[config.mk]
export PLATFORM = sky130hd
export DESIGN_NAME = sync_bit_memory_flat
export DESIGN_NICKNAME = d
export VERILOG_FILES = /design/src/rtl/sync_bit_memory_if.sv /design/src/rtl/sync_bit_memory.sv /design/src/flat_wrapper.sv
export SDC_FILE = /design/constraint.sdc
export NUM_CORES = 1
export LEC_CHECK = 0
export ABC_AREA = 1
export ABC_CLOCK_PERIOD_IN_PS = 2700
export CAP_MARGIN = 20
export CORE_MARGIN = 3
export CORE_UTILIZATION = 63
export CTS_CLUSTER_DIAMETER = 80
export DETAILED_ROUTE_END_ITERATION = 10
export PLACE_DENSITY_LB_ADDON = 0.15
export SYNTH_ARGS = -nofsm -noshare
export SYNTH_HDL_FRONTEND = slang
export SYNTH_SLANG_ARGS = --single-unit
[constraint.sdc]
create_clock -name clk -period 2.7 [get_ports clk]
set_input_delay 0.405 -clock clk [delete_from_list [all_inputs] [get_ports clk]]
set_output_delay 0.405 -clock clk [all_outputs]
set_load 0.01 [all_outputs]
[src/rtl/sync_bit_memory_if.sv]
// -----------------------------------------------------------------------------
// sync_bit_memory_if
// Request/response bundle between the address decoder/controller (master) and
// the synchronous word memory (slave).
//   req      : operation request (master -> slave)
//   rw       : 1 = write, 0 = read
//   addr     : word address, ADDR_W bits
//   wdata    : write data, DATA_W bits
//   clr      : start a clear sweep
//   busy     : slave cannot accept req/clr this cycle
//   rdata    : registered read data
//   rvalid   : one-cycle pulse, rdata holds a new read result
//   addr_err : one-cycle pulse, accepted request addressed a missing word
//   par_err  : one-cycle pulse with rvalid, stored parity mismatch
// -----------------------------------------------------------------------------
interface sync_bit_memory_if #(
  parameter int DATA_W = 8,
  parameter int DEPTH  = 8,
  parameter int ADDR_W = $clog2(DEPTH)
);
  logic              req;
  logic              rw;
  logic [ADDR_W-1:0] addr;
  logic [DATA_W-1:0] wdata;
  logic              clr;
  logic              busy;
  logic [DATA_W-1:0] rdata;
  logic              rvalid;
  logic              addr_err;
  logic              par_err;

  modport master (
    output req, rw, addr, wdata, clr,
    input  busy, rdata, rvalid, addr_err, par_err
  );

  modport slave (
    input  req, rw, addr, wdata, clr,
    output busy, rdata, rvalid, addr_err, par_err
  );
endinterface

[src/rtl/sync_bit_memory.sv]
// -----------------------------------------------------------------------------
// sync_bit_memory
// Single-port synchronous memory of DEPTH words x DATA_W bits with a
// request/busy handshake, a one-cycle registered read path and a hardware
// clear sweep that runs after reset and whenever clr is accepted.
//
// Ports:
//   clk   : single clock, all state changes on the rising edge
//   rst_n : synchronous active-low reset
//   bus   : sync_bit_memory_if.slave (req/rw/addr/wdata/clr in,
//           busy/rdata/rvalid/addr_err/par_err out, all outputs registered)
//
// Optional feature (compile-time macro MEM_PARITY_EN):
//   defined   : each word carries an even-parity bit written from wdata;
//               a read whose stored parity disagrees pulses par_err.
//   undefined : no parity storage, par_err is constant 0.
// -----------------------------------------------------------------------------
module sync_bit_memory #(
  parameter int DATA_W = 8,
  parameter int DEPTH  = 8,
  parameter int ADDR_W = $clog2(DEPTH)
) (
  input logic              clk,
  input logic              rst_n,
  sync_bit_memory_if.slave bus
);

`ifdef MEM_PARITY_EN
  localparam int MEM_W = DATA_W + 1;
`else
  localparam int MEM_W = DATA_W;
`endif

  // DEPTH may equal 2**ADDR_W, so the bound needs one extra bit.
  localparam logic [ADDR_W:0]   DEPTH_EXT = (ADDR_W + 1)'(DEPTH);
  localparam logic [ADDR_W-1:0] LAST_PTR  = ADDR_W'(DEPTH - 1);

  typedef enum logic [0:0] {
    ST_CLEAR = 1'b0,
    ST_IDLE  = 1'b1
  } state_e;

  // Build the stored word from write data (parity bit on top when enabled).
  function automatic logic [MEM_W-1:0] encode_word(input logic [DATA_W-1:0] d);
`ifdef MEM_PARITY_EN
    return {^d, d};
`else
    return d;
`endif
  endfunction

`ifdef MEM_PARITY_EN
  // Even parity over data plus stored bit is 0 for an intact word.
  function automatic logic parity_bad(input logic [MEM_W-1:0] w);
    return ^w;
  endfunction
`endif

  state_e            state_q, state_d;
  logic [ADDR_W-1:0] ptr_q, ptr_d;
  logic [MEM_W-1:0]  mem_q [DEPTH];
  logic [MEM_W-1:0]  mem_d [DEPTH];
  logic [DATA_W-1:0] rdata_q, rdata_d;
  logic              rvalid_q, rvalid_d;
  logic              addr_err_q, addr_err_d;
  logic              par_err_q, par_err_d;
  logic              busy_q, busy_d;
  logic              addr_ok_s;

  assign addr_ok_s = ({1'b0, bus.addr} < DEPTH_EXT);

  // Next-state, array update and output pulse computation.
  always_comb begin
    state_d    = state_q;
    ptr_d      = ptr_q;
    mem_d      = mem_q;
    rdata_d    = rdata_q;
    rvalid_d   = 1'b0;
    addr_err_d = 1'b0;
    par_err_d  = 1'b0;
    case (state_q)
      ST_CLEAR: begin
        // Sweep one word per cycle; req and clr are ignored here.
        mem_d[ptr_q] = '0;
        if (ptr_q == LAST_PTR) begin
          state_d = ST_IDLE;
          ptr_d   = '0;
        end else begin
          ptr_d = ptr_q + ADDR_W'(1);
        end
      end
      ST_IDLE: begin
        if (bus.clr) begin
          // clr wins over a simultaneous req, which is dropped.
          state_d = ST_CLEAR;
          ptr_d   = '0;
        end else if (bus.req) begin
          if (addr_ok_s) begin
            if (bus.rw) begin
              mem_d[bus.addr] = encode_word(bus.wdata);
            end else begin
              rdata_d  = mem_q[bus.addr][DATA_W-1:0];
              rvalid_d = 1'b1;
`ifdef MEM_PARITY_EN
              par_err_d = parity_bad(mem_q[bus.addr]);
`else
              par_err_d = 1'b0;
`endif
            end
          end else begin
            addr_err_d = 1'b1;
            if (!bus.rw) begin
              rdata_d  = '0;
              rvalid_d = 1'b1;
            end else begin
              rdata_d = rdata_q;
            end
          end
        end else begin
          state_d = ST_IDLE;
        end
      end
      default: begin
        state_d = ST_CLEAR;
        ptr_d   = '0;
      end
    endcase
    busy_d = (state_d == ST_CLEAR);
  end

  // Control state and registered outputs with synchronous reset.
  always_ff @(posedge clk) begin
    if (!rst_n) begin
      state_q    <= ST_CLEAR;
      ptr_q      <= '0;
      rdata_q    <= '0;
      rvalid_q   <= 1'b0;
      addr_err_q <= 1'b0;
      par_err_q  <= 1'b0;
      busy_q     <= 1'b1;
    end else begin
      state_q    <= state_d;
      ptr_q      <= ptr_d;
      rdata_q    <= rdata_d;
      rvalid_q   <= rvalid_d;
      addr_err_q <= addr_err_d;
      par_err_q  <= par_err_d;
      busy_q     <= busy_d;
    end
  end

  // Storage array; contents are not reset, the sweep zeroes them instead.
  always_ff @(posedge clk) begin
    if (rst_n) begin
      mem_q <= mem_d;
    end
  end

  assign bus.busy     = busy_q;
  assign bus.rdata    = rdata_q;
  assign bus.rvalid   = rvalid_q;
  assign bus.addr_err = addr_err_q;
  assign bus.par_err  = par_err_q;

endmodule

[src/flat_wrapper.sv]
// flat-port wrapper written by rule: the top's interface ports become plain ports
module sync_bit_memory_flat 
#(
  parameter int DATA_W = 8,
  parameter int DEPTH  = 8,
  parameter int ADDR_W = $clog2(DEPTH)
)
  (clk, rst_n, bus_req, bus_rw, bus_addr, bus_wdata, bus_clr, bus_busy, bus_rdata, bus_rvalid, bus_addr_err, bus_par_err);
  sync_bit_memory_if #(.DATA_W(DATA_W), .DEPTH(DEPTH), .ADDR_W(ADDR_W)) bus_i ();
  input logic clk;
  input logic rst_n;
  input wire logic [$bits(bus_i.req)-1:0] bus_req;
  input wire logic [$bits(bus_i.rw)-1:0] bus_rw;
  input wire logic [$bits(bus_i.addr)-1:0] bus_addr;
  input wire logic [$bits(bus_i.wdata)-1:0] bus_wdata;
  input wire logic [$bits(bus_i.clr)-1:0] bus_clr;
  output wire logic [$bits(bus_i.busy)-1:0] bus_busy;
  output wire logic [$bits(bus_i.rdata)-1:0] bus_rdata;
  output wire logic [$bits(bus_i.rvalid)-1:0] bus_rvalid;
  output wire logic [$bits(bus_i.addr_err)-1:0] bus_addr_err;
  output wire logic [$bits(bus_i.par_err)-1:0] bus_par_err;
  assign bus_i.req = bus_req;
  assign bus_i.rw = bus_rw;
  assign bus_i.addr = bus_addr;
  assign bus_i.wdata = bus_wdata;
  assign bus_i.clr = bus_clr;
  assign bus_busy = bus_i.busy;
  assign bus_rdata = bus_i.rdata;
  assign bus_rvalid = bus_i.rvalid;
  assign bus_addr_err = bus_i.addr_err;
  assign bus_par_err = bus_i.par_err;
  sync_bit_memory #(.DATA_W(DATA_W), .DEPTH(DEPTH), .ADDR_W(ADDR_W)) u_core (.clk(clk), .rst_n(rst_n), .bus(bus_i));
endmodule
==> results of run 1 <==
[power groups by stage]
stage               clock [W]  sequential, W  combinational (W)
detailed placement          0        0.00151           0.000331
finish                0.00108        0.00149           0.000348
global placement            0        0.00151           0.000318
floorplan                   0        0.00149           0.000228
CTS                   0.00108        0.00148           0.000336
global route          0.00113        0.00150           0.000385
[final cells by class]
class                   instances  share of cell area (%)
flip-flops and latches         78                    47.3
multi-input cells             329                    33.1
repair buffers                 40                    8.33
inverters                      48                    3.87
clock buffers                  12                    3.33
clock inverters                 4                    2.02
well taps                      75                    2.02
[placed cells by master, fill, tap and decap left out]
cell type	netlist	layout
a21oi_1	20	20
buf_12	0	2
buf_4	6	13
bufinv_16	0	3
clkbuf_1	7	1
clkbuf_8	0	11
clkdlybuf4s50_1	0	25
clkinv_1	0	1
conb_1	1	2
dfxtp_1	14	14
edfxtp_1	64	64
ha_1	3	3
inv_1	47	47
inv_2	1	1
nand2_1	86	86
nand2_2	2	2
nand3_1	102	102
nand4_1	4	4
nor2_1	31	31
nor2_2	1	1
nor2_4	2	2
nor3_1	1	1
o21ai_0	75	75
[sequential cells by signal (all words and copies together) (netlist names)]
signal and cells:
u_core.bus.busy 1, u_core.bus.rdata 8, u_core.bus.rvalid 1, u_core.mem_q 64, u_core.ptr_q 3, u_core.state_q 1
[cell families after synthesis]
kind of cell | share of synthesized area (%)
flops | 54.5
fa+ha+maj | 0.929
compound gates | 11.8
simple gates | 25.3
other cells | 0.0928
buf+inv | 7.40
[routing by layer]
layer  GRT usage (%)  share of wire, %  vias to the layer above
met5               0                 0                        -
met4            17.7               4.5                        0
met3            5.76                12                       57
met2            46.5                45                      326
met1            42.8                39                     1699
li1                -                 -                     1700
[worst min-delay path by stage]
stage | slack, ns | cells after the start | start | endpoint
floorplan | 0.49 | 1 | u_core.ptr_q[0] | u_core.ptr_q[0]
global placement | 0.52 | 2 | u_core.bus.rdata[3] | u_core.bus.rdata[3]
detailed placement | 0.53 | 2 | u_core.bus.rdata[4] | u_core.bus.rdata[4]
CTS | 0.55 | 2 | u_core.bus.rdata[5] | u_core.bus.rdata[5]
global route | 0.59 | 2 | u_core.bus.rdata[4] | u_core.bus.rdata[4]
finish | 0.56 | 2 | u_core.bus.rdata[5] | u_core.bus.rdata[5]
[per-stage QoR]
step                util (%)  total power (W)  hold WS, ns  cell area (um2)  setup WS, ns
floorplan                  -          0.00172        0.495             4040         0.857
global placement        72.7          0.00182        0.518             4410         0.392
detailed placement      72.7          0.00184        0.528             4410         0.309
CTS                     76.8          0.00290        0.555             4650         0.676
global route            76.8          0.00301        0.590             4650         0.499
finish                  76.8          0.00291        0.557             4650         0.628
[critical path: stages]
cell and delay, ns:
clkdlybuf4s50_1 0.59, nor2_4 0.36, nand2_1 0.24, a21oi_1 0.32
buf_4 0.22
==> flow_summary.ini, run 1 <==
[clock_tree]
postCtsHoldBufs = 0
h-tree-depth = 3
postCtsSetupRepairBufs = 0
numCtsBuffers = 9
path_clk_slew_ns = 0.08
root_buffer = clkbuf_8
cts_tree = done
clk_latency_ns = 0.35
cts_sinks = 78
ctsResizeCount = 0
clk_path_buf_depth = 2

[timing]
max_freq_ghz = 0.483
final.period_utilization_pct = 76.7
rsz0062_at_grt = no
fin_skew_ns = 0.00491
maxSlewHeadroom_pct = 58.1
post-route-min-period_ns = 2.07
finalHoldViolCount = 0
setup_tns_ns = 0
setup_violations = 0
worst_pin_slew_ns = 0.627
slew_viol_final = 0

[final_layout]
regArea_um2 = 2200
num-fill-cells = 426
drive_gt1_share_pct = 6.85
nets = 525
final_cells = 586
areaGrowthSynthToFinish_pct = 15.2
antennaDiodeCount = 0
multi_input_area_um2 = 1540

[die]
die_w_um = 86.1
die_y_um = 86.1
num_rows = 28
dieArea_um2 = 7410
coreArea_um2 = 6060
start_util_pct = 66.6
num_io_pins = 28

[logic_synthesis]
synth-edff-count = 64
synth.avg_cell_area_um2 = 8.49
synthDistinctLibCells = 21
ys_warn_count = 0
yosysTopAreaCellShare_pct = 47.6
ys_top_cells_by_area = edfxtp_1 (48%), nand3_1 (13%), o21ai_0 (9.3%)
ys_ff_latch = 78
syn-cell-area_um2 = 4040
synthTopCellsByCount = nand3_1 (102), nand2_1 (86), o21ai_0 (75), edfxtp_1 (64), inv_1 (47)
postSynthCellCount = 476
async_reset_ff_share_pct = 0
synth_top_flop_cell = edfxtp_1
ys_seq_area_share_pct = 54.5
synth_most_common_cell = nand3_1
synth_largest_area_cell = edfxtp_1

[setup_path]
crit_fanout = 14
worst-setup-path-type = in2reg
cp-start-kind = input pin
crit_end = u_core.mem_q[18]
critPathArrivalTime_ns = 2.14
critPathLaunch = bus_addr[1]
end_kind = register
r2r_end = u_core.mem_q[18]
crit_required_ns = 2.77
rr_worst_depth = 4
timing.rr.start = u_core.state_q
regToRegSetupSlack_ns = 0.83

[power_and_ir_drop]
p_clk_share_pct = 36.9
intPower_w = 0.00222
seq_power_share_pct = 51.2
pwr-share-comb_pct = 11.9
powerDensity_nw_per_um2 = 626
vdd_drop_max_v = 0.000464
p_sw_w = 0.000699
leakagePower_nw = 1.95
switching_share_pct = 24.0

[global_route]
antenna_found_initial = 0
grt_pass1_wl_um = 17300
grt-ovfl-total = 0
global_route.usage.total_pct = 31.2
grt_max_degree = 49
grt_pass1_vias = 3382

[run_status]
status = completed

[place]
placed_cells = 570
io_buffers = 25
dp_hpwl_um = 7430
gp_congestion = 0.949

[drt]
viasPerCell = 6.45
dr_total_vias = 3782
routed_wirelength_um = 11200
drt-initial-drc-count = 663
firstDrtPassIters = 6
ant_nets = 0
wire_per_inst_um = 19.1
drc = 0

[flow_run]
drv_cap = 0

[min_path]
hold_class = reg2reg
Power figures use the tool's default switching activity.
==> run 2: changes to the inputs <==
--- a/config.mk
+++ b/config.mk
@@ -6,10 +6,10 @@
 export NUM_CORES = 1
 export LEC_CHECK = 0
 export ABC_AREA = 1
-export ABC_CLOCK_PERIOD_IN_PS = 2700
+export ABC_CLOCK_PERIOD_IN_PS = 2150
 export CAP_MARGIN = 20
 export CORE_MARGIN = 3
-export CORE_UTILIZATION = 63
+export CORE_UTILIZATION = 59
 export CTS_CLUSTER_DIAMETER = 80
 export DETAILED_ROUTE_END_ITERATION = 10
 export PLACE_DENSITY_LB_ADDON = 0.15
==> constraint.sdc (replaced) <==
create_clock -name clk -period 2.15 [get_ports clk]
set_input_delay 0.3225 -clock clk [delete_from_list [all_inputs] [get_ports clk]]
set_output_delay 0.3225 -clock clk [all_outputs]
set_load 0.01 [all_outputs]
==> flow_summary.ini, run 2 (synthesized netlist as in run 1, its figures left out) <==
[setup_path]
critPathArrivalTime_ns = 1.82
crit_slowest_cell = clkdlybuf4s50_1
regToRegSetupSlack_ns = 0.41
cp-start-kind = input pin
crit_required_ns = 2.21
slowest_delay_ns = 0.48
crit_family = buffers and inverters
path_common_cell = a21oi_1
path_cells = clkdlybuf4s50_1, inv_1, a21oi_1, nand2_1, a21oi_1, buf_4
end_kind = register
worst-setup-path-type = in2reg
crit_fanout = 8
cp.buffers_inverters = 3

[drt]
firstDrtPassIters = 5
drc = 0
viasPerCell = 6.05
dr_total_vias = 3655
wire_per_inst_um = 18.2
ant_nets = 0
routed_wirelength_um = 11000
drt-initial-drc-count = 467

[final_layout]
layout_common_cells = nand3_1 (102), nand2_1 (86), o21ai_0 (75)
layout_commonest_cell = nand3_1
multi_input_area_um2 = 1540
regMostFlops = u_core.mem_q
postLayoutCoreUtil_pct = 72.5
regArea_um2 = 2200
drive_gt1_share_pct = 9.49
largest_reg_flops = 64
final_cells = 604
areaGrowthSynthToFinish_pct = 16.6
num-fill-cells = 492
antennaDiodeCount = 0
nets = 541

[timing]
maxSlewHeadroom_pct = 65.6
worst_pin_slew_ns = 0.515
final.period_utilization_pct = 81.9
slew_viol_final = 0
setup_violations = 0
fin_ws_ns = 0.389
post-route-min-period_ns = 1.76
fin_skew_ns = 0.0105
setup_tns_ns = 0
finalHoldViolCount = 0
max_freq_ghz = 0.568
rsz0062_at_grt = no

[global_route]
grt_pass1_wl_um = 17400
grt_pass1_vias = 3375
grt_max_degree = 67
global_route.usage.total_pct = 30.0
grt-ovfl-total = 0
antenna_found_initial = 0

[place]
gp_congestion = 0.934
dp_hpwl_um = 7500
placed_cells = 588
io_buffers = 25
place_ws_ns = 0.0809

[die]
coreArea_um2 = 6490
start_util_pct = 62.2
dieArea_um2 = 7870
num_io_pins = 28
num_rows = 29
die_w_um = 88.7
die_y_um = 88.7

[clock_tree]
clk_latency_ns = 0.35
postCtsSetupRepairBufs = 0
root_buffer = clkbuf_8
postCtsHoldBufs = 0
cts_tree = done
numCtsBuffers = 9
h-tree-depth = 3
clk_path_buf_depth = 2
cts_sinks = 78
ctsResizeCount = 0
path_clk_slew_ns = 0.08

[flow_run]
drv_cap = 0

[power_and_ir_drop]
vdd_drop_max_v = 0.000476
leakagePower_nw = 1.99
powerDensity_nw_per_um2 = 713

[min_path]
hold_class = reg2reg

[run_status]
status = completed
==> run 2: metrics by stage <==
step / hold WS [ns] / area (um2) / total power (W)
2_1_floorplan: 0.461 / 4040 / 0.00215
3_3_place_gp: 0.518 / 4530 / 0.00231
3_5_place_dp: 0.526 / 4530 / 0.00233
4_1_cts: 0.547 / 4710 / 0.00335
5_1_grt: 0.577 / 4710 / 0.00349
6_report: 0.545 / 4710 / 0.00336
==> run 2: area by class of cell <==
type,count,share of cell area (%)
clock buffers,12,2.87
inverters,48,3.82
flip-flops and latches,78,46.7
repair buffers,56,10.8
multi-input cells,329,32.7
well taps,77,2.05
clock inverters,4,1.01
==> run 2: worst register-to-register path: cells and delay by family, from the launching register on <==
kind,cells,cell delay (ns)
DFF,1,0.38
AOI/OAI and AO/OA,1,0.09
and+or+nand+nor,4,0.89
buffers and inverters,1,0.28
==> run 2: metal layers <==
layer	global-route usage [%]	routed length, um
met5	0	0
met2	46.8	5130
met4	10.6	251
met1	41.2	4490
met3	6.98	1130
==> run 2: where the power goes <==
part           leakage [nW]  internal, W  switching, W
clock network        0.0904     0.000534      0.000513
registers             0.749      0.00179     0.0000738
logic                  1.16     0.000180      0.000269
total                  1.99      0.00250      0.000856
==> run 2: worst paths after layout <==
| check | start | endpoint | cells after the start |
|---|---|---|---|
| max | rst_n | u_core.mem_q[9] | 6 |
| min | u_core.bus.rdata[6] | u_core.bus.rdata[6] | 2 |
| max reg2reg | u_core.state_q | u_core.bus.rdata[1] | 6 |
| min reg2reg | u_core.bus.rdata[6] | u_core.bus.rdata[6] | 2 |
